<file path="src/rtl/tff_toggle_monitor.sv">
// ============================================================================
// Module   : tff_toggle_monitor
// Purpose  : Watches the Q output of a T flip-flop stage, detects rising and
//            falling transitions, and counts them over a programmable window
//            of clock cycles. The rise/fall counts and an overflow flag are
//            returned through a valid/ready result handshake.
// Options  : TFF_MON_SYNC_EN - when defined, q_in_i passes through a 2-flop
//            synchronizer before edge detection, so q_in_i may be
//            asynchronous to clk. Detected edges then lag q_in_i by 2 cycles.
// Revision : 1.0 - initial release
// ============================================================================
`default_nettype none

module tff_toggle_monitor #(
    parameter int CNT_W = 8,
    parameter int WIN_W = 16
) (
    input  logic             clk,
    input  logic             reset,
    input  logic             start_i,
    input  logic [WIN_W-1:0] win_len_i,
    input  logic             q_in_i,
    output logic             busy_o,
    output logic [CNT_W-1:0] rise_cnt_o,
    output logic [CNT_W-1:0] fall_cnt_o,
    output logic             ovf_o,
    output logic             res_valid_o,
    input  logic             res_ready_i
);

    localparam logic [CNT_W-1:0] CNT_MAX = '1;
    localparam logic [CNT_W-1:0] CNT_ONE = CNT_W'(1);
    localparam logic [WIN_W-1:0] WIN_ONE = WIN_W'(1);

    typedef enum logic [1:0] {
        S_IDLE   = 2'd0,
        S_COUNT  = 2'd1,
        S_REPORT = 2'd2
    } state_t;

    state_t           state_q;
    logic             busy_q;
    logic             res_valid_q;
    logic [CNT_W-1:0] rise_cnt_q;
    logic [CNT_W-1:0] fall_cnt_q;
    logic             ovf_q;
    logic [WIN_W-1:0] win_q;
    logic             q_prev_q;

    logic             q_s;
    logic             rise_w;
    logic             fall_w;

`ifdef TFF_MON_SYNC_EN
    logic [1:0] sync_q;

    // Two-stage synchronizer for an upstream Q that is not clocked by clk.
    always_ff @(posedge clk or posedge reset) begin
        if (reset) begin
            sync_q <= 2'b00;
        end else begin
            sync_q <= {sync_q[0], q_in_i};
        end
    end

    assign q_s = sync_q[1];
`else
    assign q_s = q_in_i;
`endif

    // Previous sample of Q, tracked in every state so edge detection is
    // always primed when a window opens.
    always_ff @(posedge clk or posedge reset) begin
        if (reset) begin
            q_prev_q <= 1'b0;
        end else begin
            q_prev_q <= q_s;
        end
    end

    assign rise_w = q_s & ~q_prev_q;
    assign fall_w = ~q_s & q_prev_q;

    // Measurement FSM: capture window, count edges with saturation, then
    // hold the result until the consumer takes it.
    always_ff @(posedge clk or posedge reset) begin
        if (reset) begin
            state_q     <= S_IDLE;
            busy_q      <= 1'b0;
            res_valid_q <= 1'b0;
            rise_cnt_q  <= '0;
            fall_cnt_q  <= '0;
            ovf_q       <= 1'b0;
            win_q       <= '0;
        end else begin
            case (state_q)
                S_IDLE: begin
                    if (start_i) begin
                        rise_cnt_q <= '0;
                        fall_cnt_q <= '0;
                        ovf_q      <= 1'b0;
                        busy_q     <= 1'b1;
                        if (win_len_i == '0) begin
                            // Empty window: report a zero result right away.
                            state_q     <= S_REPORT;
                            res_valid_q <= 1'b1;
                        end else begin
                            win_q   <= win_len_i;
                            state_q <= S_COUNT;
                        end
                    end
                end

                S_COUNT: begin
                    if (win_q == '0) begin
                        // Last counted cycle was the one that drained the
                        // window counter; the result is now final.
                        state_q     <= S_REPORT;
                        res_valid_q <= 1'b1;
                    end else begin
                        win_q <= win_q - WIN_ONE;
                        if (rise_w) begin
                            if (rise_cnt_q == CNT_MAX) begin
                                ovf_q <= 1'b1;
                            end else begin
                                rise_cnt_q <= rise_cnt_q + CNT_ONE;
                            end
                        end
                        if (fall_w) begin
                            if (fall_cnt_q == CNT_MAX) begin
                                ovf_q <= 1'b1;
                            end else begin
                                fall_cnt_q <= fall_cnt_q + CNT_ONE;
                            end
                        end
                    end
                end

                S_REPORT: begin
                    // A start arriving with the handshake is dropped: the
                    // FSM is not in IDLE during this cycle.
                    if (res_ready_i) begin
                        state_q     <= S_IDLE;
                        res_valid_q <= 1'b0;
                        busy_q      <= 1'b0;
                    end
                end

                default: begin
                    state_q     <= S_IDLE;
                    res_valid_q <= 1'b0;
                    busy_q      <= 1'b0;
                end
            endcase
        end
    end

    assign busy_o      = busy_q;
    assign res_valid_o = res_valid_q;
    assign rise_cnt_o  = rise_cnt_q;
    assign fall_cnt_o  = fall_cnt_q;
    assign ovf_o       = ovf_q;

endmodule

`default_nettype wire

</file>
<file path="config.mk">
export PLATFORM = sky130hd
export DESIGN_NAME = tff_toggle_monitor
export DESIGN_NICKNAME = d
export VERILOG_FILES = /design/src/rtl/tff_toggle_monitor.sv
export SDC_FILE = /design/constraint.sdc
export NUM_CORES = 1
export LEC_CHECK = 0
export BUFFER_PORTS_ARGS = -buffer_cell sky130_fd_sc_hd__buf_2
export CORE_MARGIN = 4
export CORE_UTILIZATION = 25
export CTS_CLUSTER_SIZE = 30
export DETAILED_ROUTE_END_ITERATION = 6
export SYNTH_ARGS = -nofsm -noshare
export SYNTH_HDL_FRONTEND = slang
export SYNTH_SLANG_ARGS = --single-unit
</file>
<file path="constraint.sdc">
create_clock -name clk -period 3.1 [get_ports clk]
set_input_delay 0.62 -clock clk [delete_from_list [all_inputs] [get_ports clk]]
set_output_delay 0.62 -clock clk [all_outputs]
set_load 0.01 [all_outputs]
</file>
==> results of run 1 <==
-- metal layers --
metal	GRT usage, %	vias up	routed length [um]
li1	-	1065	-
met1	16.8	1069	2900
met2	18.2	66	2790
met3	2.43	2	382
met4	1.99	0	25
met5	0	-	0
-- worst max path at each step --
stage | startpoint | endpoint | slack [ps] | cells past startpoint
after detailed placement | win_q[0] | fall_cnt_o[0] | 400 | 7
after floorplan | win_q[0] | fall_cnt_o[0] | 640 | 9
after CTS | win_q[0] | fall_cnt_o[0] | 390 | 7
final | win_q[0] | fall_cnt_o[0] | 400 | 7
after global placement | win_q[0] | fall_cnt_o[5] | 490 | 7
after global routing | win_q[0] | fall_cnt_o[7] | 180 | 7
-- through the flow --
step / hold WS [ps] / util, % / area, um^2 / worst slack (ps)
final: 451 / 30.5 / 2680 / 403
after global routing: 449 / 30.5 / 2680 / 184
after CTS: 457 / 30.5 / 2680 / 390
after detailed placement: 498 / 29.6 / 2610 / 401
after global placement: 490 / 29.6 / 2610 / 490
after floorplan: 470 / - / 2290 / 638
-- placed cells by master, fill, tap and decap left out, types with 3 or more instances in the layout --
master    Yosys  layout
clkbuf_8      0       5
dfrtp_1      38      38
mux2i_1       3       3
nand2_1      26      26
or3_1         4       4
nor4_1        5       5
and2_1        3       3
ha_1          3       3
or2_2         5       5
buf_4         0       6
a21oi_1      18      18
inv_1         6       6
a21o_1        3       3
a21oi_2       4       4
o21ai_0      24      24
nor2_1       21      21
nand3_1      16      16
nor3_1        8       8
nand4_1       5       5
o22ai_1       3       3
a31oi_1      11      11
nand2b_1      6       6
o21ai_2       3       3
buf_2         2      39
-- worst register-to-register path, stage by stage (launching register included) --
cell and delay, ps:
dfrtp_1 410, inv_1 120, ha_1 210, or4b_1 580
or4b_4 600, o211ai_4 420, nor3_1 90, a21o_1 180
-- where the power goes --
group          internal, mW  leakage, nW  switching [mW]
clock network         0.151       0.0438           0.174
registers             0.631        0.468           0.173
logic                 0.207        0.675           0.245
total                 0.989         1.19           0.591
-- Yosys cell counts (2+ instances only) --
| cell type | instances | area [um^2] |
|---|---|---|
| dfrtp_1 | 38 | 951 |
| nand2_1 | 26 | 97.6 |
| o21ai_0 | 24 | 120 |
| nor2_1 | 21 | 78.8 |
| a21oi_1 | 18 | 90.1 |
| nand3_1 | 16 | 80.1 |
| a31oi_1 | 11 | 68.8 |
| clkbuf_1 | 10 | 37.5 |
| nor3_1 | 8 | 40.0 |
| inv_1 | 6 | 22.5 |
| nand2b_1 | 6 | 37.5 |
| nand4_1 | 5 | 31.3 |
| nor4_1 | 5 | 31.3 |
| or2_2 | 5 | 31.3 |
| a21oi_2 | 4 | 35.0 |
| or3_1 | 4 | 25.0 |
| a21o_1 | 3 | 22.5 |
| and2_1 | 3 | 18.8 |
| ha_1 | 3 | 37.5 |
| mux2i_1 | 3 | 30.0 |
| o21ai_2 | 3 | 26.3 |
| o22ai_1 | 3 | 18.8 |
| a211oi_1 | 2 | 15.0 |
| a22o_1 | 2 | 17.5 |
| a2bb2oi_1 | 2 | 17.5 |
| and3_1 | 2 | 12.5 |
| and4_1 | 2 | 17.5 |
| buf_2 | 2 | 10.0 |
| o31ai_1 | 2 | 15.0 |
| o32ai_1 | 2 | 17.5 |
| or4_1 | 2 | 15.0 |
-- logic make-up (layout without fill, tap and decap cells) --
group | count (synthesis) | in the layout | synth area share (%)
mux | 4 | 4 | 1.81
fa+ha+maj | 3 | 3 | 1.64
buf+inv | 20 | 59 | 3.72
compound gates | 89 | 89 | 26.0
flops | 38 | 38 | 41.6
simple gates | 111 | 111 | 25.2
-- sequential cells by signal, summed over array words and instances, names as in the netlist --
name and count:
busy_o 1, fall_cnt_o 8, ovf_o 1, q_prev_q 1, res_valid_o 1, rise_cnt_o 8, state_q 2, win_q 16
-- layout make-up --
class,count,area (um^2)
clock buffers,5,68.8
clock inverters,2,10.0
fillers,921,6120
inverters,7,26.3
multi-input cells,207,1250
flip-flops and latches,38,951
well taps,108,135
repair buffers,45,240
==> results by group, run 1 <==
Run status
  – Outcome: complete, no violations

Clock network
  – Deepest clock path buffer count: 2
  – H-tree depth: 2
  – # resized after CTS: 0
  – CTS tree: done
  – Clock tree sinks: 38
  – Hold buffers post-CTS: 0
  – Clock latency on the worst-skew pair: between 200 and 300 ps
  – CTS Buf Count: 5
  – # Post-CTS Setup Buffers: 0
  – Clock Root Buffer: clkbuf_8
  – Clock-pin slew reported for the worst setup and hold paths after clock tree synthesis: ~80 ps

Critical path
  – Max FO, Critical Path: 16
  – Largest delay share family, worst path: simple AND/OR/NAND/NOR gates
  – Minimum setup slack among reg-to-reg paths: 400 ps
  – Cell chain of the critical path: inv_1, ha_1, or4b_1, or4b_4, o211ai_4, nor3_1, a21o_1
  – Crit path buffers/inverters: 1
  – Critical register-to-register path startpoint: win_q[0]
  – Type of the worst setup path: flop to flop
  – Critical path data arrival time: 2880 ps
  – Delay contributed by the slowest stage of the critical path: 600 ps
  – Number of cells on the worst reg-to-reg path: 7
  – Critical Path Start Type: flop
  – Critical register-to-register path endpoint: fall_cnt_o[0]
  – Worst endpoint required time: 3280 ps
  – Kind of end point of the critical path: flop
  – Worst path slowest cell: or4b_4

Global route
  – Total grt overflow: 0
  – First-pass GRT wire length: 10.5 mm
  – Via count of the first global-routing pass: about 2100
  – Antenna violations before repair: 0
  – Total GRT Usage: a little under an eighth
  – Largest net degree at the start of global routing: 39

Power
  – Worst supply voltage drop on vdd: around 0.28 mV
  – Total chip power: approximately 1.6 mW
  – Static Leak: roughly 1.2 nW
  – Power density over the cells: about 590 mW/mm^2

Drt
  – Vias: between 2000 and 2500
  – DR iter-0 viols: roughly 160
  – Routed len/inst: 14.8 um
  – Via density per instance: 5.34
  – Detail Route Antenna Nets: 0
  – Number of iterations in the first detailed-routing pass: 4
  – Number of DRC violations after detailed routing: 0
  – Aggregate routed wire length: between 6 and 7 mm

Die
  – Die outline area: ~0.011 mm^2
  – Row count: 34
  – Effective utilization at floorplan: 26.0%
  – Placeable core region: between 0.008 and 0.009 mm^2
  – DIE HEIGHT: about 100 um
  – IO Pins: 40
  – Die width: slightly above 100 um

Finish
  – Layout overhead on the synthesized area: 17.4%
  – Inserted Diodes: 0
  – Fin cells: 412
  – Layout Nets: approximately 330
  – Fraction of final layout cells with drive strength greater than 1: 23.7%

Yosys
  – Flip-flop and latch count after synthesis: 38
  – Synthesized netlist net count: 289
  – Cell count after synthesis: approximately 270
  – Post-synth design cell area: between 0.002 and 0.0025 mm^2
  – Fraction of the yosys area taken by sequential cells: 41.6%
  – Ys async rst share: 100%
  – Number of enable-type register cells in the synthesized netlist: 0
  – Mean cell area of the mapped netlist: around 8.6 um^2
  – Yosys cell types: 53
  – Dominant synthesized flop cell: dfrtp_1
  – Total of warnings raised by yosys: 0

Timing
  – Ratio of final minimum period to clock period: 87.0%
  – Final setup viols: 0
  – Final Hold Violating Endpoints: 0
  – Clock period minus final worst setup slack: 2700 ps
  – Relative slew slack: a little over two fifths
  – Fmax: ~0.37 GHz
  – Slew of the pin with the lowest slew margin: about 860 ps
  – Worst setup skew after layout: ~7.7 ps
  – Total negative slack: 0 ps
  – Max-slew violation count: 0
  – Unrepaired setup endpoints after global routing: no

Placement
  – Count of input and output buffers: 39
  – Final weighted congestion in routability-driven placement: just over 0.8
  – Post-placement cell count: about 410
  – DP HPWL: between 4 and 5 mm

Min path
  – Classification of the worst-slack hold path: input pin to async pin

Run
  – Number of maximum-capacitance violations: 0
Power figures use the tool's default switching activity.
==> run 2: changes to the inputs <==
==> constraint.sdc (replaced) <==
create_clock -name clk -period 3.1 [get_ports clk]
set_input_delay 0.155 -clock clk [delete_from_list [all_inputs] [get_ports clk]]
set_output_delay 0.155 -clock clk [all_outputs]
set_load 0.01 [all_outputs]
==> run 2 against run 1 <==
Effect of this change: utilization rose by 1.1 points; non-clock buffer count rose by 4; critical path depth did not move; clock power rose by 64%; worst hold slack got worse by 310 ps; sequential cell count did not move.
==> results by group, run 2 (synthesized netlist as in run 1, its figures left out) <==
Global route
  – Largest net degree at the start of global routing: 39
  – Via count of the first global-routing pass: roughly 2200
  – Total GRT Usage: between 10% and 20%
  – Total grt overflow: 0
  – First-pass GRT wire length: ~11 mm
  – Antenna violations before repair: 0

Timing
  – Unrepaired setup endpoints after global routing: no
  – Slew of the pin with the lowest slew margin: ~860 ps
  – Fmax: ~0.37 GHz
  – Worst setup skew after layout: between 7 and 8 ps
  – Final setup viols: 0
  – Max-slew violation count: 0
  – Relative slew slack: between 40% and 50%
  – Ratio of final minimum period to clock period: between 80% and 90%
  – Final Hold Violating Endpoints: 0
  – Clock period minus final worst setup slack: between 2000 and 3000 ps
  – Total negative slack: 0 ps
  – Minimum hold slack: between 100 and 150 ps

Placement
  – Area after DPL: 0.00262 mm^2
  – Post-placement cell count: slightly above 400
  – Final weighted congestion in routability-driven placement: slightly above 0.8
  – Count of input and output buffers: 39
  – DP HPWL: between 4 and 5 mm

Finish
  – Design area: around 0.0028 mm^2
  – Fin cells: between 400 and 500
  – Biggest register: win_q
  – Number of fill cells in the layout: between 900 and 1000
  – Layout overhead on the synthesized area: 21.7%
  – Layout Nets: around 330
  – Commonest cells after routing, fill and taps aside: 39 x buf_2, 38 x dfrtp_1, 26 x nand2_1, 24 x o21ai_0, 21 x nor2_1
  – Fraction of final layout cells with drive strength greater than 1: between 20 and 25%
  – Inserted Diodes: 0
  – Most common library cell in the layout ignoring fill and taps: buf_2
  – Max reg flops: 16

Drt
  – Number of DRC violations after detailed routing: 0
  – Via density per instance: between 5 and 6
  – Detail Route Antenna Nets: 0
  – Routed len/inst: roughly 15 um
  – Aggregate routed wire length: 6.25 mm
  – DR iter-0 viols: approximately 130
  – Vias: 2243
  – Number of iterations in the first detailed-routing pass: 5

Critical path
  – Max FO, Critical Path: 16
  – Type of the worst setup path: flop to flop
  – Kind of end point of the critical path: flop
  – Worst endpoint required time: 3300 ps
  – Crit path buffers/inverters: 1
  – Cell chain of the critical path: inv_1, ha_1, or4b_1, or4b_4, o211ai_4, nor3_1, a21o_1
  – Worst path slowest cell: or4b_4
  – Critical Path Start Type: flop
  – Critical path data arrival time: roughly 2900 ps
  – Delay contributed by the slowest stage of the critical path: 590 ps
  – Largest delay share family, worst path: simple AND/OR/NAND/NOR gates

Die
  – Die outline area: around 0.011 mm^2
  – Placeable core region: ~0.009 mm^2
  – Effective utilization at floorplan: between 20 and 30%
  – IO Pins: 40
  – DIE HEIGHT: slightly above 100 um
  – Row count: 34
  – Die width: between 100 and 150 um

Clock network
  – # Post-CTS Setup Buffers: 0
  – Deepest clock path buffer count: 2
  – Clock latency on the worst-skew pair: 300 ps
  – H-tree depth: 2
  – Hold buffers post-CTS: 2
  – # resized after CTS: 0
  – CTS tree: done
  – Clock-pin slew reported for the worst setup and hold paths after clock tree synthesis: roughly 80 ps
  – Clock Root Buffer: clkbuf_8
  – Clock tree sinks: 38
  – CTS Buf Count: 5

Power
  – Power density over the cells: about 650 mW/mm^2
  – Total chip power: ~1.8 mW
  – Worst supply voltage drop on vdd: 0.359 mV
  – Static Leak: about 1.2 nW

Min path
  – Classification of the worst-slack hold path: input pin to flop

Run status
  – Outcome: complete, no violations

Run
  – Number of maximum-capacitance violations: 0
==> run 2: cell count changes in the layout (fill, tap and decap cells not counted), sizes merged <==
cell	before	now
clkbuf	5	6
buf	45	47
clkinv	2	0
dlygate4sd3	0	2
bufinv	0	2
==> run 2: worst paths after layout <==
path                             start       endpoint  slack [ps]  depth (start not counted)
setup / recovery              win_q[0]  fall_cnt_o[0]         420                          7
hold / removal             res_ready_i         busy_o         140                          4
setup reg to reg              win_q[0]  fall_cnt_o[0]         420                          7
hold reg to reg                 busy_o         busy_o         520                          2
max in group asynchronous        reset       win_q[5]        2220                          4
min in group asynchronous        reset  fall_cnt_o[0]         500                          4
==> run 2: where the power goes <==
group	switching [mW]	total, mW	leakage [nW]	internal [mW]
Combinational	0.248	0.457	0.692	0.209
Clock	0.190	0.533	0.0714	0.343
Sequential	0.176	0.806	0.468	0.631
==> run 2: worst reg2reg max path, delay by kind of cell, from the launching register on <==
| kind | cells | cell delay (ps) |
|---|---|---|
| buf+inv | 1 | 120 |
| simple gates | 3 | 1250 |
| compound gates | 2 | 580 |
| fa+ha+maj | 1 | 210 |
| flops | 1 | 410 |
==> run 2: layout make-up <==
class	instances	area, um^2	share of cell area [%]
inverters	7	26.3	0.944
multi-input cells	207	1250	45.0
repair buffers	49	275	9.89
flip-flops and latches	38	951	34.2
clock buffers	6	82.6	2.97
well taps	108	135	4.86
clock inverters	2	60.1	2.16
==> run 2: metrics by stage <==
| step | setup WS (ps) | utilization [%] |
|---|---|---|
| after global routing | 215 | 31.6 |
| after CTS | 405 | 31.6 |
| final | 425 | 31.6 |
| after detailed placement | 414 | 29.8 |
| after floorplan | 638 | - |
| after global placement | 489 | 29.8 |
==> run 2: metal layers <==
metal,routed length (um),up-vias,track usage (%)
met5,0,-,0
met4,66,0,3.61
met3,353,15,2.55
met2,2810,78,18.9
met1,3020,1065,16.6
li1,-,1085,-
